**config.mk**
```make
export PLATFORM = sky130hd
export DESIGN_NAME = alu_muldiv_seq_flat
export DESIGN_NICKNAME = d
export VERILOG_FILES = /design/src/rtl/alu_muldiv_seq_if.sv /design/src/rtl/alu_muldiv_seq.sv /design/src/flat_wrapper.sv
export SDC_FILE = /design/constraint.sdc
export NUM_CORES = 1
export LEC_CHECK = 0
export ABC_AREA = 1
export BUFFER_PORTS_ARGS = -buffer_cell sky130_fd_sc_hd__buf_2
export CORE_UTILIZATION = 54
export DETAILED_ROUTE_END_ITERATION = 10
export PLACE_DENSITY = 0.84
export RECOVER_POWER = 50
export SLEW_MARGIN = 0
export SYNTH_ARGS = -nofsm -noshare
export SYNTH_HDL_FRONTEND = slang
export SYNTH_SLANG_ARGS = --single-unit
```
**constraint.sdc**
```tcl
create_clock -name clk -period 2.2 [get_ports clk]
set_input_delay 0.66 -clock clk [delete_from_list [all_inputs] [get_ports clk]]
set_output_delay 0.66 -clock clk [all_outputs]
set_load 0.05 [all_outputs]
```
**src/rtl/alu_muldiv_seq_if.sv**
```systemverilog
// Request/response and shared-ALU signal bundle for the multiply/divide sequencer.
// The sequencer connects through the slave modport; the decoder/ALU side uses master.
interface alu_muldiv_seq_if #(
  parameter int unsigned WIDTH = 16
);
  logic             start;
  logic             mode;
  logic [WIDTH-1:0] opa;
  logic [WIDTH-1:0] opb;
  logic             busy;
  logic             done;
  logic [WIDTH-1:0] result_lo;
  logic [WIDTH-1:0] result_hi;
  logic             div_by_zero;
  logic [WIDTH-1:0] alu_A;
  logic [WIDTH-1:0] alu_B;
  logic             alu_Cin;
  logic [2:0]       alu_Op;
  logic             alu_invA;
  logic             alu_invB;
  logic             alu_sign;
  logic [WIDTH-1:0] alu_Out;
  logic             alu_Ofl;

  modport master (
    output start, mode, opa, opb, alu_Out, alu_Ofl,
    input  busy, done, result_lo, result_hi, div_by_zero,
    input  alu_A, alu_B, alu_Cin, alu_Op, alu_invA, alu_invB, alu_sign
  );

  modport slave (
    input  start, mode, opa, opb, alu_Out, alu_Ofl,
    output busy, done, result_lo, result_hi, div_by_zero,
    output alu_A, alu_B, alu_Cin, alu_Op, alu_invA, alu_invB, alu_sign
  );
endinterface

```
**src/rtl/alu_muldiv_seq.sv**
```systemverilog
// Multi-cycle unsigned multiply (shift-add) and divide (restoring) sequencer that
// borrows the shared ALU for one add/subtract per RUN cycle.
module alu_muldiv_seq #(
  parameter int unsigned WIDTH = 16
) (
  input logic             clk,
  input logic             rst_n,
  alu_muldiv_seq_if.slave bus
);
  localparam int unsigned CNT_W = $clog2(WIDTH);

  typedef enum logic [1:0] {S_IDLE, S_RUN, S_DONE} state_t;

  state_t           r_state, w_state_nxt;
  logic [CNT_W-1:0] r_count, w_count_nxt;
  logic             r_mode, w_mode_nxt;
  logic             r_dz, w_dz_nxt;
  logic [WIDTH-1:0] r_hi, w_hi_nxt;   // H (MUL) / R (DIV)
  logic [WIDTH-1:0] r_lo, w_lo_nxt;   // L (MUL) / Q (DIV)
  logic [WIDTH-1:0] r_op, w_op_nxt;   // M (MUL) / D (DIV)
  logic             r_busy, w_busy_nxt;
  logic             r_done, w_done_nxt;
  logic             r_div_by_zero, w_div_by_zero_nxt;
  logic [WIDTH-1:0] r_result_lo, w_result_lo_nxt;
  logic [WIDTH-1:0] r_result_hi, w_result_hi_nxt;
  logic [WIDTH-1:0] w_rs;

  assign w_rs = {r_hi[WIDTH-2:0], r_lo[WIDTH-1]};

  always_ff @(posedge clk or negedge rst_n) begin
    if (!rst_n) begin
      r_state       <= S_IDLE;
      r_count       <= '0;
      r_mode        <= 1'b0;
      r_dz          <= 1'b0;
      r_hi          <= '0;
      r_lo          <= '0;
      r_op          <= '0;
      r_busy        <= 1'b0;
      r_done        <= 1'b0;
      r_div_by_zero <= 1'b0;
      r_result_lo   <= '0;
      r_result_hi   <= '0;
    end else begin
      r_state       <= w_state_nxt;
      r_count       <= w_count_nxt;
      r_mode        <= w_mode_nxt;
      r_dz          <= w_dz_nxt;
      r_hi          <= w_hi_nxt;
      r_lo          <= w_lo_nxt;
      r_op          <= w_op_nxt;
      r_busy        <= w_busy_nxt;
      r_done        <= w_done_nxt;
      r_div_by_zero <= w_div_by_zero_nxt;
      r_result_lo   <= w_result_lo_nxt;
      r_result_hi   <= w_result_hi_nxt;
    end
  end

  always_comb begin
    w_state_nxt       = r_state;
    w_count_nxt       = r_count;
    w_mode_nxt        = r_mode;
    w_dz_nxt          = r_dz;
    w_hi_nxt          = r_hi;
    w_lo_nxt          = r_lo;
    w_op_nxt          = r_op;
    w_busy_nxt        = r_busy;
    w_done_nxt        = 1'b0;
    w_div_by_zero_nxt = r_div_by_zero;
    w_result_lo_nxt   = r_result_lo;
    w_result_hi_nxt   = r_result_hi;
    case (r_state)
      S_IDLE: begin
        if (bus.start) begin
          w_mode_nxt        = bus.mode;
          w_dz_nxt          = bus.mode & (bus.opb == '0);
          w_count_nxt       = '0;
          w_hi_nxt          = '0;
          w_lo_nxt          = bus.mode ? bus.opa : bus.opb;
          w_op_nxt          = bus.mode ? bus.opb : bus.opa;
          w_busy_nxt        = 1'b1;
          w_div_by_zero_nxt = 1'b0;
          w_state_nxt       = (bus.mode && (bus.opb == '0)) ? S_DONE : S_RUN;
        end
      end
      S_RUN: begin
        if (r_mode) begin
          // Restoring step: keep the difference when Rs >= D (carry or shifted-out MSB).
          if (r_hi[WIDTH-1] | bus.alu_Ofl) begin
            w_hi_nxt = bus.alu_Out;
            w_lo_nxt = {r_lo[WIDTH-2:0], 1'b1};
          end else begin
            w_hi_nxt = w_rs;
            w_lo_nxt = {r_lo[WIDTH-2:0], 1'b0};
          end
        end else begin
          w_hi_nxt = {bus.alu_Ofl, bus.alu_Out[WIDTH-1:1]};
          w_lo_nxt = {bus.alu_Out[0], r_lo[WIDTH-1:1]};
        end
        w_count_nxt = r_count + CNT_W'(1);
        if (r_count == CNT_W'(WIDTH - 1)) w_state_nxt = S_DONE;
      end
      S_DONE: begin
        w_done_nxt        = 1'b1;
        w_busy_nxt        = 1'b0;
        w_div_by_zero_nxt = r_dz;
        w_result_lo_nxt   = r_dz ? '1 : r_lo;
        w_result_hi_nxt   = r_dz ? r_lo : r_hi;
        w_state_nxt       = S_IDLE;
      end
      default: w_state_nxt = S_IDLE;
    endcase
  end

  // ALU operands are only driven in RUN; otherwise the ALU is left free (all zero).
  always_comb begin
    bus.alu_A    = '0;
    bus.alu_B    = '0;
    bus.alu_Cin  = 1'b0;
    bus.alu_invB = 1'b0;
    if (r_state == S_RUN) begin
      if (r_mode) begin
        bus.alu_A    = w_rs;
        bus.alu_B    = r_op;
        bus.alu_Cin  = 1'b1;
        bus.alu_invB = 1'b1;
      end else begin
        bus.alu_A = r_hi;
        bus.alu_B = r_lo[0] ? r_op : '0;
      end
    end
  end

  assign bus.alu_Op      = 3'b000;
  assign bus.alu_invA    = 1'b0;
  assign bus.alu_sign    = 1'b0;
  assign bus.busy        = r_busy;
  assign bus.done        = r_done;
  assign bus.div_by_zero = r_div_by_zero;
  assign bus.result_lo   = r_result_lo;
  assign bus.result_hi   = r_result_hi;
endmodule

```
**src/flat_wrapper.sv**
```systemverilog
// flat-port wrapper written by rule: the top's interface ports become plain ports
module alu_muldiv_seq_flat 
#(
  parameter int unsigned WIDTH = 16
)
  (clk, rst_n, bus_start, bus_mode, bus_opa, bus_opb, bus_alu_Out, bus_alu_Ofl, bus_busy, bus_done, bus_result_lo, bus_result_hi, bus_div_by_zero, bus_alu_A, bus_alu_B, bus_alu_Cin, bus_alu_Op, bus_alu_invA, bus_alu_invB, bus_alu_sign);
  alu_muldiv_seq_if #(.WIDTH(WIDTH)) bus_i ();
  input logic clk;
  input logic rst_n;
  input wire logic [$bits(bus_i.start)-1:0] bus_start;
  input wire logic [$bits(bus_i.mode)-1:0] bus_mode;
  input wire logic [$bits(bus_i.opa)-1:0] bus_opa;
  input wire logic [$bits(bus_i.opb)-1:0] bus_opb;
  input wire logic [$bits(bus_i.alu_Out)-1:0] bus_alu_Out;
  input wire logic [$bits(bus_i.alu_Ofl)-1:0] bus_alu_Ofl;
  output wire logic [$bits(bus_i.busy)-1:0] bus_busy;
  output wire logic [$bits(bus_i.done)-1:0] bus_done;
  output wire logic [$bits(bus_i.result_lo)-1:0] bus_result_lo;
  output wire logic [$bits(bus_i.result_hi)-1:0] bus_result_hi;
  output wire logic [$bits(bus_i.div_by_zero)-1:0] bus_div_by_zero;
  output wire logic [$bits(bus_i.alu_A)-1:0] bus_alu_A;
  output wire logic [$bits(bus_i.alu_B)-1:0] bus_alu_B;
  output wire logic [$bits(bus_i.alu_Cin)-1:0] bus_alu_Cin;
  output wire logic [$bits(bus_i.alu_Op)-1:0] bus_alu_Op;
  output wire logic [$bits(bus_i.alu_invA)-1:0] bus_alu_invA;
  output wire logic [$bits(bus_i.alu_invB)-1:0] bus_alu_invB;
  output wire logic [$bits(bus_i.alu_sign)-1:0] bus_alu_sign;
  assign bus_i.start = bus_start;
  assign bus_i.mode = bus_mode;
  assign bus_i.opa = bus_opa;
  assign bus_i.opb = bus_opb;
  assign bus_i.alu_Out = bus_alu_Out;
  assign bus_i.alu_Ofl = bus_alu_Ofl;
  assign bus_busy = bus_i.busy;
  assign bus_done = bus_i.done;
  assign bus_result_lo = bus_i.result_lo;
  assign bus_result_hi = bus_i.result_hi;
  assign bus_div_by_zero = bus_i.div_by_zero;
  assign bus_alu_A = bus_i.alu_A;
  assign bus_alu_B = bus_i.alu_B;
  assign bus_alu_Cin = bus_i.alu_Cin;
  assign bus_alu_Op = bus_i.alu_Op;
  assign bus_alu_invA = bus_i.alu_invA;
  assign bus_alu_invB = bus_i.alu_invB;
  assign bus_alu_sign = bus_i.alu_sign;
  alu_muldiv_seq #(.WIDTH(WIDTH)) u_core (.clk(clk), .rst_n(rst_n), .bus(bus_i));
endmodule
```
==> metrics.yaml, run 1 <==
layout:
  nNetsFinal: 867
  area_growth_pct: 29.3
  final_common_cell: "nand2_1"
  final_cell_mix: "nand2_1, dfrtp_1, buf_2, inv_1, o211ai_1"
  postLayoutCellArea_um2: 6550
  diodes: 0
  drive_gt1_share_pct: 25.6
grt:
  grt_use_total_pct: 31.6
  overflow: 0
  antenna_found_initial: 0
  grt_max_degree: 38
  grt_pass1_wl_um: 24500
  grt_pass1_vias: 5069
pwr:
  peakVddDrop_v: 0.00111
  intPower_mw: 5.57
  p_per_area_nw_per_um2: 1820
  pwr-share-seq_pct: 25.0
  p_clk_share_pct: 10.9
  p_switching_mw: 6.33
  switching_share_pct: 53.2
  p_leak_nw: 3.28
  pwr-share-comb_pct: 64.0
timing:
  rsz0062_at_grt: "yes"
  maxSlewViolCount: 0
  period_share_pct: 99.9
  setup_violations: 0
  max_slew_margin_pct: 41.4
  fmax_mhz: 455
  setup_tns_ns: 0
  finClkSkew_ns: 0.00569
  worstMarginPinSlew_ns: 0.879
  period_needed_ns: 2.20
  holdWs_ns: 0.401
  finalHoldViolations: 0
routing:
  drt_wl_total_um: 15900
  final_antenna_net_count: 0
  wl_per_cell_um: 17.1
  drt_pass1_iterations: 7
  drcViolationCount: 0
  via_per_inst: 5.90
  drt_iter0_drc: 452
  vias: 5467
worst_setup_path:
  required_ns: 1.54
  reg2reg_depth: 7
  cp_cell_sequence: "inv_4 -> nor2_4 -> buf_12 -> o21ai_0 -> a21oi_2 -> buf_6"
  start_kind: "flop"
  critPathTopFamily: "flip-flops"
  cp-end-kind: "output pin"
  crit_fanout: 19
  slowest_stage: "dfrtp_2"
  r2r_slack_ns: 0.47
  cpPeakStageDelay_ns: 0.41
  critical_path_class: "reg2out"
  timing.rr.start: "u_core.r_state[1]"
  timing.rr.end: "u_core.r_hi[11]"
  critPathBufInv: 3
  worstPathArrival_ns: 1.54
synthesis:
  syn_area_per_cell_um2: 7.23
  yosysTopAreaCellShare_pct: 45.0
  yosysTopAreaCell: "dfrtp_1"
  synth_area_um2: 5060
  yosysUniqueCellTypes: 20
  synth_seq_cells: 91
  postSynthCellCount: 700
  yosys_warnings: 0
  ys_top_cells_by_area: "dfrtp_1, nand2_1, o211ai_1"
  ys_seq_area_share_pct: 45.0
die:
  io_pins: 127
  rows: 34
  core_area_um2: 8890
  dieArea_um2: 9770
  dieHeight_um: 98.8
  start_util_pct: 56.9
  die_x_um: 98.8
hold_path:
  hp-class: "in2async"
clock_network:
  cts_tree: "done"
  root_buffer: "clkbuf_8"
  clock-sinks: 91
  cts_buffer_depth: 2
  worst_skew_pair.late_latency_ns: 0.36
  htreeDepth: 3
  clk_pin_slew_worst_paths_ns: 0.09
  numCtsBuffers: 9
job:
  maxCapViolCount: 0
placement:
  io_buffers: 121
  dp_hpwl_um: 10000
  post_dp_cell_area_um2: 5930
  place.gp.congestion: 0.869
outcome:
  status: "finished clean"
## stage by stage
| stage | power (mW) | util (%) | instances | setup slack [ns] |
|---|---|---|---|---|
| floorplan | 7.93 | - | 704 | -0.281 |
| global placement | 9.27 | 66.7 | 899 | 0.240 |
| detailed placement | 9.48 | 66.7 | 899 | 0.144 |
| CTS | 11.3 | 71.7 | 921 | -0.0285 |
| global route | 12.5 | 73.6 | 926 | -0.0355 |
| finish | 11.9 | 73.6 | 926 | 0.00229 |
## synthesized netlist by cell type (all sizes together)
cell type / instances
nor3: 17
inv: 86
o211ai: 48
ha: 1
o21ai: 87
nand2: 197
nor2: 52
conb: 1
clkbuf: 12
dfrtp: 91
nand3: 17
a21oi: 52
buf: 39
## cell families (layout without fill, tap and decap cells)
kind of cell             Yosys count  after routing  share of synthesized area (%)
AND/OR/NAND/NOR                  283            283                           22.2
AO/OA/AOI/OAI                    187            187                           20.9
buffers and inverters            137            251                           11.6
flip-flops                        91             91                           45.0
adder cells (fa/ha/maj)            1              1                          0.247
other                              1              5                         0.0741
## worst reg2reg max path: cells and delay by family (launching register included)
| kind | cells | cell delay [ns] |
|---|---|---|
| and+or+nand+nor | 4 | 0.65 |
| buffers and inverters | 3 | 0.58 |
| DFF | 1 | 0.43 |
## state kept, by name, indices dropped and copies added (netlist names)
register,flops
u_core.r_lo,16
u_core.r_op,16
u_core.r_state,2
u_core.bus.div_by_zero,1
u_core.r_count,4
u_core.bus.result_lo,16
u_core.r_dz,1
u_core.bus.done,1
u_core.r_mode,1
u_core.bus.busy,1
u_core.r_hi,16
u_core.bus.result_hi,16
## metal layers
layer  vias to the layer above  wire (um)  GRT usage (%)  part of all wire, %
met5                         -          0              0                    0
met3                        60       1300           3.76                  8.2
met1                      2588       6250           42.0                   39
met4                         0        529           13.1                  3.3
met2                       345       7780           52.9                   49
li1                       2474          -              -                    -
## how the worst max path moves through the flow
stage | to | slack [ns] | cells after the start | startpoint
after detailed placement | bus_alu_A[6] | 0.14 | 6 | u_core.r_state[0]
after floorplan | bus_alu_B[15] | -0.28 | 4 | u_core.r_state[1]
after global routing | bus_alu_A[9] | -0.04 | 6 | u_core.r_state[0]
after global placement | bus_alu_A[10] | 0.24 | 6 | u_core.r_state[0]
after CTS | bus_alu_B[15] | -0.03 | 5 | u_core.r_state[1]
final | bus_alu_A[5] | 0.002 | 6 | u_core.r_state[0]
## power by group through the flow
stage | logic [mW] | clock network, mW | registers [mW]
after floorplan | 4.23 | 0 | 3.70
after global placement | 6.34 | 0 | 2.94
after detailed placement | 6.51 | 0 | 2.97
after CTS | 7.07 | 1.30 | 2.94
after global routing | 8.13 | 1.37 | 3.04
final | 7.62 | 1.30 | 2.98
## final cells by class
type / instances / area, um2
Clock buffer: 12 / 155
Clock inverter: 4 / 72.6
Fill cell: 605 / 2340
Inverter: 86 / 325
Multi-Input combinational cell: 476 / 2420
Sequential cell: 91 / 2280
Tap cell: 108 / 135
Timing Repair Buffer: 149 / 1160
## what timing repair did
action,4_1_cts,5_1_grt
pin swaps,1,0
hold buffers,0,0
gates resized for setup,38,36
buffers inserted,3,3
gates cloned,3,2
endpoints found under the setup margin,34,34
(Power assumes the default switching activity.)
==> run 2, diff against run 1 <==
--- a/config.mk
+++ b/config.mk
@@ -6,10 +6,10 @@
 export NUM_CORES = 1
 export LEC_CHECK = 0
 export ABC_AREA = 1
-export BUFFER_PORTS_ARGS = -buffer_cell sky130_fd_sc_hd__buf_2
-export CORE_UTILIZATION = 54
+export CORE_UTILIZATION = 60
 export DETAILED_ROUTE_END_ITERATION = 10
-export PLACE_DENSITY = 0.84
+export DONT_BUFFER_PORTS = 1
+export PLACE_DENSITY = 0.79
 export RECOVER_POWER = 50
 export SLEW_MARGIN = 0
 export SYNTH_ARGS = -nofsm -noshare
==> run 2 against run 1 <==
The run now ends with negative hold slack, negative setup slack left. Utilization up 2.0 points. Register-to-register slack worse by 0.28 ns. Largest cell class unchanged. First-iteration DRC count down 2.0%. Sequential power up 31%. Critical endpoint is now bus_alu_A[13]. Critical path type unchanged. Worst hold slack worse by 0.42 ns. Global-route usage up 0.87 points. Clock skew up 0.0053 ns. Total power down 2.5%.
==> metrics.yaml, run 2 (synthesis gave the netlist of run 1 again) <==
job:
  maxCapViolCount: 0  # unchanged
timing:
  holdWs_ns: -0.0186  # -0.420 ns
  period_needed_ns: 2.24  # +0.0408 ns
  fmax_mhz: 447  # -1.8%
  max_slew_margin_pct: 50.8  # +9.4 points
  period_share_pct: 102  # +1.9 points
  maxSlewViolCount: 0  # unchanged
  worstMarginPinSlew_ns: 0.737  # -0.142 ns
  finClkSkew_ns: 0.0110  # +0.00535 ns
  finalHoldViolations: 65  # +65
  rsz0062_at_grt: "yes"
  setup_violations: 13  # +13
  worst_slack_ns: -0.0385  # -0.0408 ns
die:
  dieArea_um2: 8810  # -9.8%
  rows: 33  # -2.9%
  io_pins: 127  # unchanged
  die_x_um: 93.9  # -5.0%
  start_util_pct: 61.9  # +5.0 points
  core_area_um2: 8180  # -8.0%
  dieHeight_um: 93.9  # -5.0%
pwr:
  peakVddDrop_v: 0.00124  # +11%
  p_switching_mw: 6.19  # -2.2%
  p_leak_nw: 2.93  # -11%
  switching_share_pct: 53.3  # +0.17 points
  total_power_mw: 11.6  # -2.5%
  pwr-share-comb_pct: 56.7  # -7.3 points
  intPower_mw: 5.42  # -2.8%
  p_clk_share_pct: 9.8  # -1.1 points
  pwr-share-seq_pct: 33.6  # +8.6 points
  p_per_area_nw_per_um2: 1880  # +3.2%
worst_setup_path:
  required_ns: 1.54  # about the same
  crit_fanout: 10  # -9
  cp-end-kind: "output pin"
  worstPathArrival_ns: 1.58  # +0.04 ns
  start_kind: "flop"
  critical_path_class: "reg2out"
placement:
  place.gp.congestion: 0.922  # +6.2%
  io_buffers: 0  # -100%
  post_dp_cell_area_um2: 5760  # -2.9%
  dp_hpwl_um: 9350  # -6.6%
  pre_cts_ws_ns: 0.250  # +0.106 ns
  dp.cells: 806  # -10%
grt:
  antenna_found_initial: 0  # unchanged
  overflow: 0  # unchanged
  grt_use_total_pct: 32.5  # +0.87 points
  grt_pass1_vias: 4427  # -13%
  grt_max_degree: 92  # +140%
  grt_pass1_wl_um: 22000  # -10%
layout:
  final_common_cell: "nand2_1"
  nNetsFinal: 777  # -10%
  fin_cells: 833  # -10%
  drive_gt1_share_pct: 17.0  # -8.5 points
  postLayoutCellArea_um2: 6190  # -5.5%
  final_cell_mix: "nand2_1, dfrtp_1, inv_1, o211ai_1"
  num-fill-cells: 593  # -2.0%
  area_growth_pct: 22.2
  diodes: 0  # unchanged
routing:
  drt_pass1_iterations: 7  # unchanged
  final_antenna_net_count: 0  # unchanged
  drt_iter0_drc: 443  # -2.0%
  vias: 4845  # -11%
  drt_wl_total_um: 13900  # -12%
  drcViolationCount: 0  # unchanged
  wl_per_cell_um: 16.7  # -2.2%
  via_per_inst: 5.82  # -1.5%
clock_network:
  root_buffer: "clkbuf_8"
  cts_buffer_depth: 2  # unchanged
  worst_skew_pair.late_latency_ns: 0.36  # about the same
  clk_pin_slew_worst_paths_ns: 0.09  # about the same
  clock-sinks: 91  # unchanged
  numCtsBuffers: 9  # unchanged
  htreeDepth: 3  # unchanged
  cts_tree: "done"
outcome:
  violations: "negative hold slack, negative setup slack"
  status: "complete, but fails checks"
hold_path:
  hp-class: "in2async"
## run 2: what timing repair did
action                                 in CTS  in global routing
endpoints found under the hold margin      91                 91
cloned                                      1                  2
setup endpoints to repair                  32                 31
pin swaps                                   1                  2
gates resized for setup                    14                 22
buffers inserted                            6                  2
## run 2: worst paths after layout
check | slack (ns) | startpoint | to | cells after the start
worst min register to register | 0.51 | u_core.r_count[0] | u_core.r_count[0] | 1
max in group asynchronous | 2.08 | rst_n | u_core.r_mode | 0
worst min-delay path | -0.02 | rst_n | u_core.r_op[11] | 0
worst max register to register | 0.19 | u_core.r_state[1] | u_core.r_hi[4] | 7
worst max-delay path | -0.04 | u_core.r_state[1] | bus_alu_A[13] | 5
min in group clk | 0.46 | bus_opa[3] | u_core.r_op[3] | 2
## run 2: power groups by stage
stage	registers [mW]	clock network (mW)	logic, mW
after floorplan	3.70	0	4.23
after global placement	3.88	0	5.82
after detailed placement	3.91	0	5.97
after CTS	3.88	1.15	6.29
after global routing	3.98	1.22	7.11
final	3.90	1.13	6.58
## run 2: cell type report
class | count | area, um2 | share of cell area, %
repair buffers | 59 | 802 | 13.0
inverters | 86 | 323 | 5.22
well taps | 105 | 131 | 2.12
clock inverters | 7 | 68.8 | 1.11
multi-input cells | 476 | 2460 | 39.7
flip-flops and latches | 91 | 2280 | 36.9
clock buffers | 9 | 124 | 2.00
## run 2: stage by stage
stage | TNS, ns | util, %
2_1_floorplan | -1.97 | -
3_3_place_gp | 0 | 70.5
3_5_place_dp | 0 | 70.5
4_1_cts | -0.00991 | 74.3
5_1_grt | -1.14 | 75.7
6_report | -0.265 | 75.7
## run 2: routing by layer
metal  wire (um)  vias to the layer above  global-route usage, %  share of wire, %
met5           0                        -                      0                 0
met4         388                        0                   12.4               2.8
met3        1310                       43                   6.07               9.4
met2        6910                      255                   52.5                50
met1        5340                     2249                   43.4                38
li1            -                     2298                      -                 -
## run 2: critical path: stages, from the launching register on
cell and delay, ns:
dfrtp_1 0.43, nor2_4 0.21, buf_12 0.16, o21ai_1 0.07
a21oi_2 0.18, buf_12 0.17
==> run 3, diff against run 2 <==
--- a/config.mk
+++ b/config.mk
@@ -9,7 +9,7 @@
 export CORE_UTILIZATION = 60
 export DETAILED_ROUTE_END_ITERATION = 10
 export DONT_BUFFER_PORTS = 1
-export PLACE_DENSITY = 0.79
+export PLACE_DENSITY_LB_ADDON = 0.05
 export RECOVER_POWER = 50
 export SLEW_MARGIN = 0
 export SYNTH_ARGS = -nofsm -noshare
==> run 3 against run 2 <==
The flow still finishes with violations (negative hold slack, negative setup slack). Sequential cell count unchanged. Utilization increased by 2.6 points. Sequential power about the same. Critical endpoint is now bus_alu_A[14]. Largest cell class unchanged.
==> metrics.yaml, run 3 (synthesis gave the netlist of run 1 again) <==
pwr:
  peakVddDrop_v: 0.00131  # +6.1%
  p_per_area_nw_per_um2: 1920  # +2.2%
  total_power_mw: 12.3  # +5.7%
  p_leak_nw: 3.04  # +3.7%
clock_network:
  worst_skew_pair.late_latency_ns: 0.37  # about the same
  clock-sinks: 91  # unchanged
  htreeDepth: 3  # unchanged
  cts_buffer_depth: 2  # unchanged
  numCtsBuffers: 9  # unchanged
  root_buffer: "clkbuf_8"
  clk_pin_slew_worst_paths_ns: 0.10  # about the same
  cts_tree: "done"
worst_setup_path:
  crit_fanout: 13  # +3
  start_kind: "flop"
  critical_path_class: "reg2out"
  worstPathArrival_ns: 1.58  # about the same
  required_ns: 1.54  # about the same
  cp-end-kind: "output pin"
timing:
  setup_violations: 11  # -2
  maxSlewViolCount: 0  # unchanged
  period_needed_ns: 2.24  # -0.00105 ns
  holdWs_ns: -0.0220  # -0.00340 ns
  worst_slack_ns: -0.0374  # +0.00105 ns
  period_share_pct: 102  # about the same
  max_slew_margin_pct: 9.65  # -41 points
  worstMarginPinSlew_ns: 1.36  # +0.618 ns
  rsz0062_at_grt: "yes"
  fmax_mhz: 447  # about the same
  finClkSkew_ns: 0.0144  # +0.00333 ns
  finalHoldViolations: 71  # +9.2%
hold_path:
  hp-class: "in2async"
grt:
  grt_pass1_wl_um: 23700  # +7.8%
  grt_use_total_pct: 35.5  # +3.0 points
  overflow: 0  # unchanged
  antenna_found_initial: 0  # unchanged
  grt_max_degree: 92  # unchanged
  grt_pass1_vias: 4809  # +8.6%
layout:
  postLayoutCellArea_um2: 6400  # +3.4%
  drive_gt1_share_pct: 18.1  # +1.0 points
  final_cell_mix: "nand2_1, dfrtp_1, inv_1, o211ai_1, nor2_1"
  fin_cells: 841  # +0.96%
  area_growth_pct: 26.4
  num-fill-cells: 571  # -3.7%
  nNetsFinal: 785  # +1.0%
  final_common_cell: "nand2_1"
  diodes: 0  # unchanged
die:
  dieArea_um2: 8810  # unchanged
  io_pins: 127  # unchanged
  start_util_pct: 61.9  # unchanged
  dieHeight_um: 93.9  # unchanged
  rows: 33  # unchanged
  die_x_um: 93.9  # unchanged
  core_area_um2: 8180  # unchanged
placement:
  io_buffers: 0  # unchanged
  dp.cells: 803  # -0.37%
  post_dp_cell_area_um2: 5800  # +0.70%
  pre_cts_ws_ns: 0.185  # -0.0650 ns
  dp_hpwl_um: 9350  # about the same
  place.gp.congestion: 0.889  # -3.6%
outcome:
  violations: "negative hold slack, negative setup slack"
  status: "complete, but fails checks"
job:
  maxCapViolCount: 0  # unchanged
routing:
  final_antenna_net_count: 0  # unchanged
  drt_pass1_iterations: 5  # -2
  drcViolationCount: 0  # unchanged
  wl_per_cell_um: 17.4  # +3.7%
  drt_iter0_drc: 342  # -23%
  drt_wl_total_um: 14600  # +4.7%
  via_per_inst: 5.85  # +0.64%
  vias: 4923  # +1.6%
run 3: changes by cell type in the layout (fill, tap and decap cells not counted), moves of 2 or more:
cell,change
nor3_1,-2
buf_4,+6
buf_12,+4
inv_6,+3
clkinv_2,-3
buf_6,-5
o21ai_0,-2
bufbuf_16,+3
run 3: critical path, cell delays in order (launching register included):
cell     delay [ns]
dfrtp_1        0.44
nor2_4         0.18
buf_8          0.16
o21ai_1        0.09
a21oi_2        0.17
buf_12         0.16
run 3: path summary, 6_finish.rpt:
kind	slack, ns	startpoint	to	depth (start not counted)
setup / recovery	-0.04	u_core.r_state[1]	bus_alu_A[14]	5
min in group clk	0.44	bus_mode	u_core.r_mode	2
max in group asynchronous	2.06	rst_n	u_core.r_mode	0
hold reg to reg	0.51	u_core.r_count[0]	u_core.r_count[0]	1
hold / removal	-0.02	rst_n	u_core.r_op[7]	0
setup reg to reg	0.22	u_core.r_dz	u_core.bus.result_hi[14]	4
run 3: layout make-up:
type | count | area [um2] | share of cell area, %
Tap cell | 105 | 131 | 2.05
Inverter | 86 | 323 | 5.04
Clock buffer | 10 | 138 | 2.15
Sequential cell | 91 | 2280 | 35.6
Clock inverter | 6 | 93.8 | 1.47
Multi-Input combinational cell | 476 | 2470 | 38.5
Timing Repair Buffer | 67 | 967 | 15.1
run 3: routing by layer:
| layer | share of wire [%] | track usage (%) | up-vias |
|---|---|---|---|
| li1 | - | - | 2322 |
| met3 | 6.7 | 5.74 | 36 |
| met4 | 2.9 | 17.6 | 0 |
| met1 | 41 | 47.4 | 2343 |
| met2 | 49 | 56.1 | 222 |
| met5 | 0 | 0 | - |
run 3: timing repair:
| item | in CTS | in global routing |
|---|---|---|
| pin swaps | 4 | 4 |
| setup buffers | 15 | 3 |
| gates resized for setup | 21 | 16 |
| cloned | 6 | 0 |
| endpoints found under the setup margin | 32 | 29 |
| endpoints found under the hold margin | 91 | 91 |
run 3: stage by stage:
| step | utilization, % | hold WS (ns) | TNS, ns |
|---|---|---|---|
| floorplan | - | 0.364 | -1.97 |
| global placement | 71.0 | 0.366 | 0 |
| detailed placement | 71.0 | 0.366 | 0 |
| CTS | 77.9 | -0.0318 | -0.247 |
| global route | 78.3 | -0.0444 | -1.01 |
| finish | 78.3 | -0.0220 | -0.230 |
run 3: power by group:
part,total (mW),switching (mW),leakage (nW),internal [mW]
Combinational,7.04,4.22,1.83,2.81
Sequential,3.90,1.49,1.10,2.41
Clock,1.33,0.647,0.114,0.683
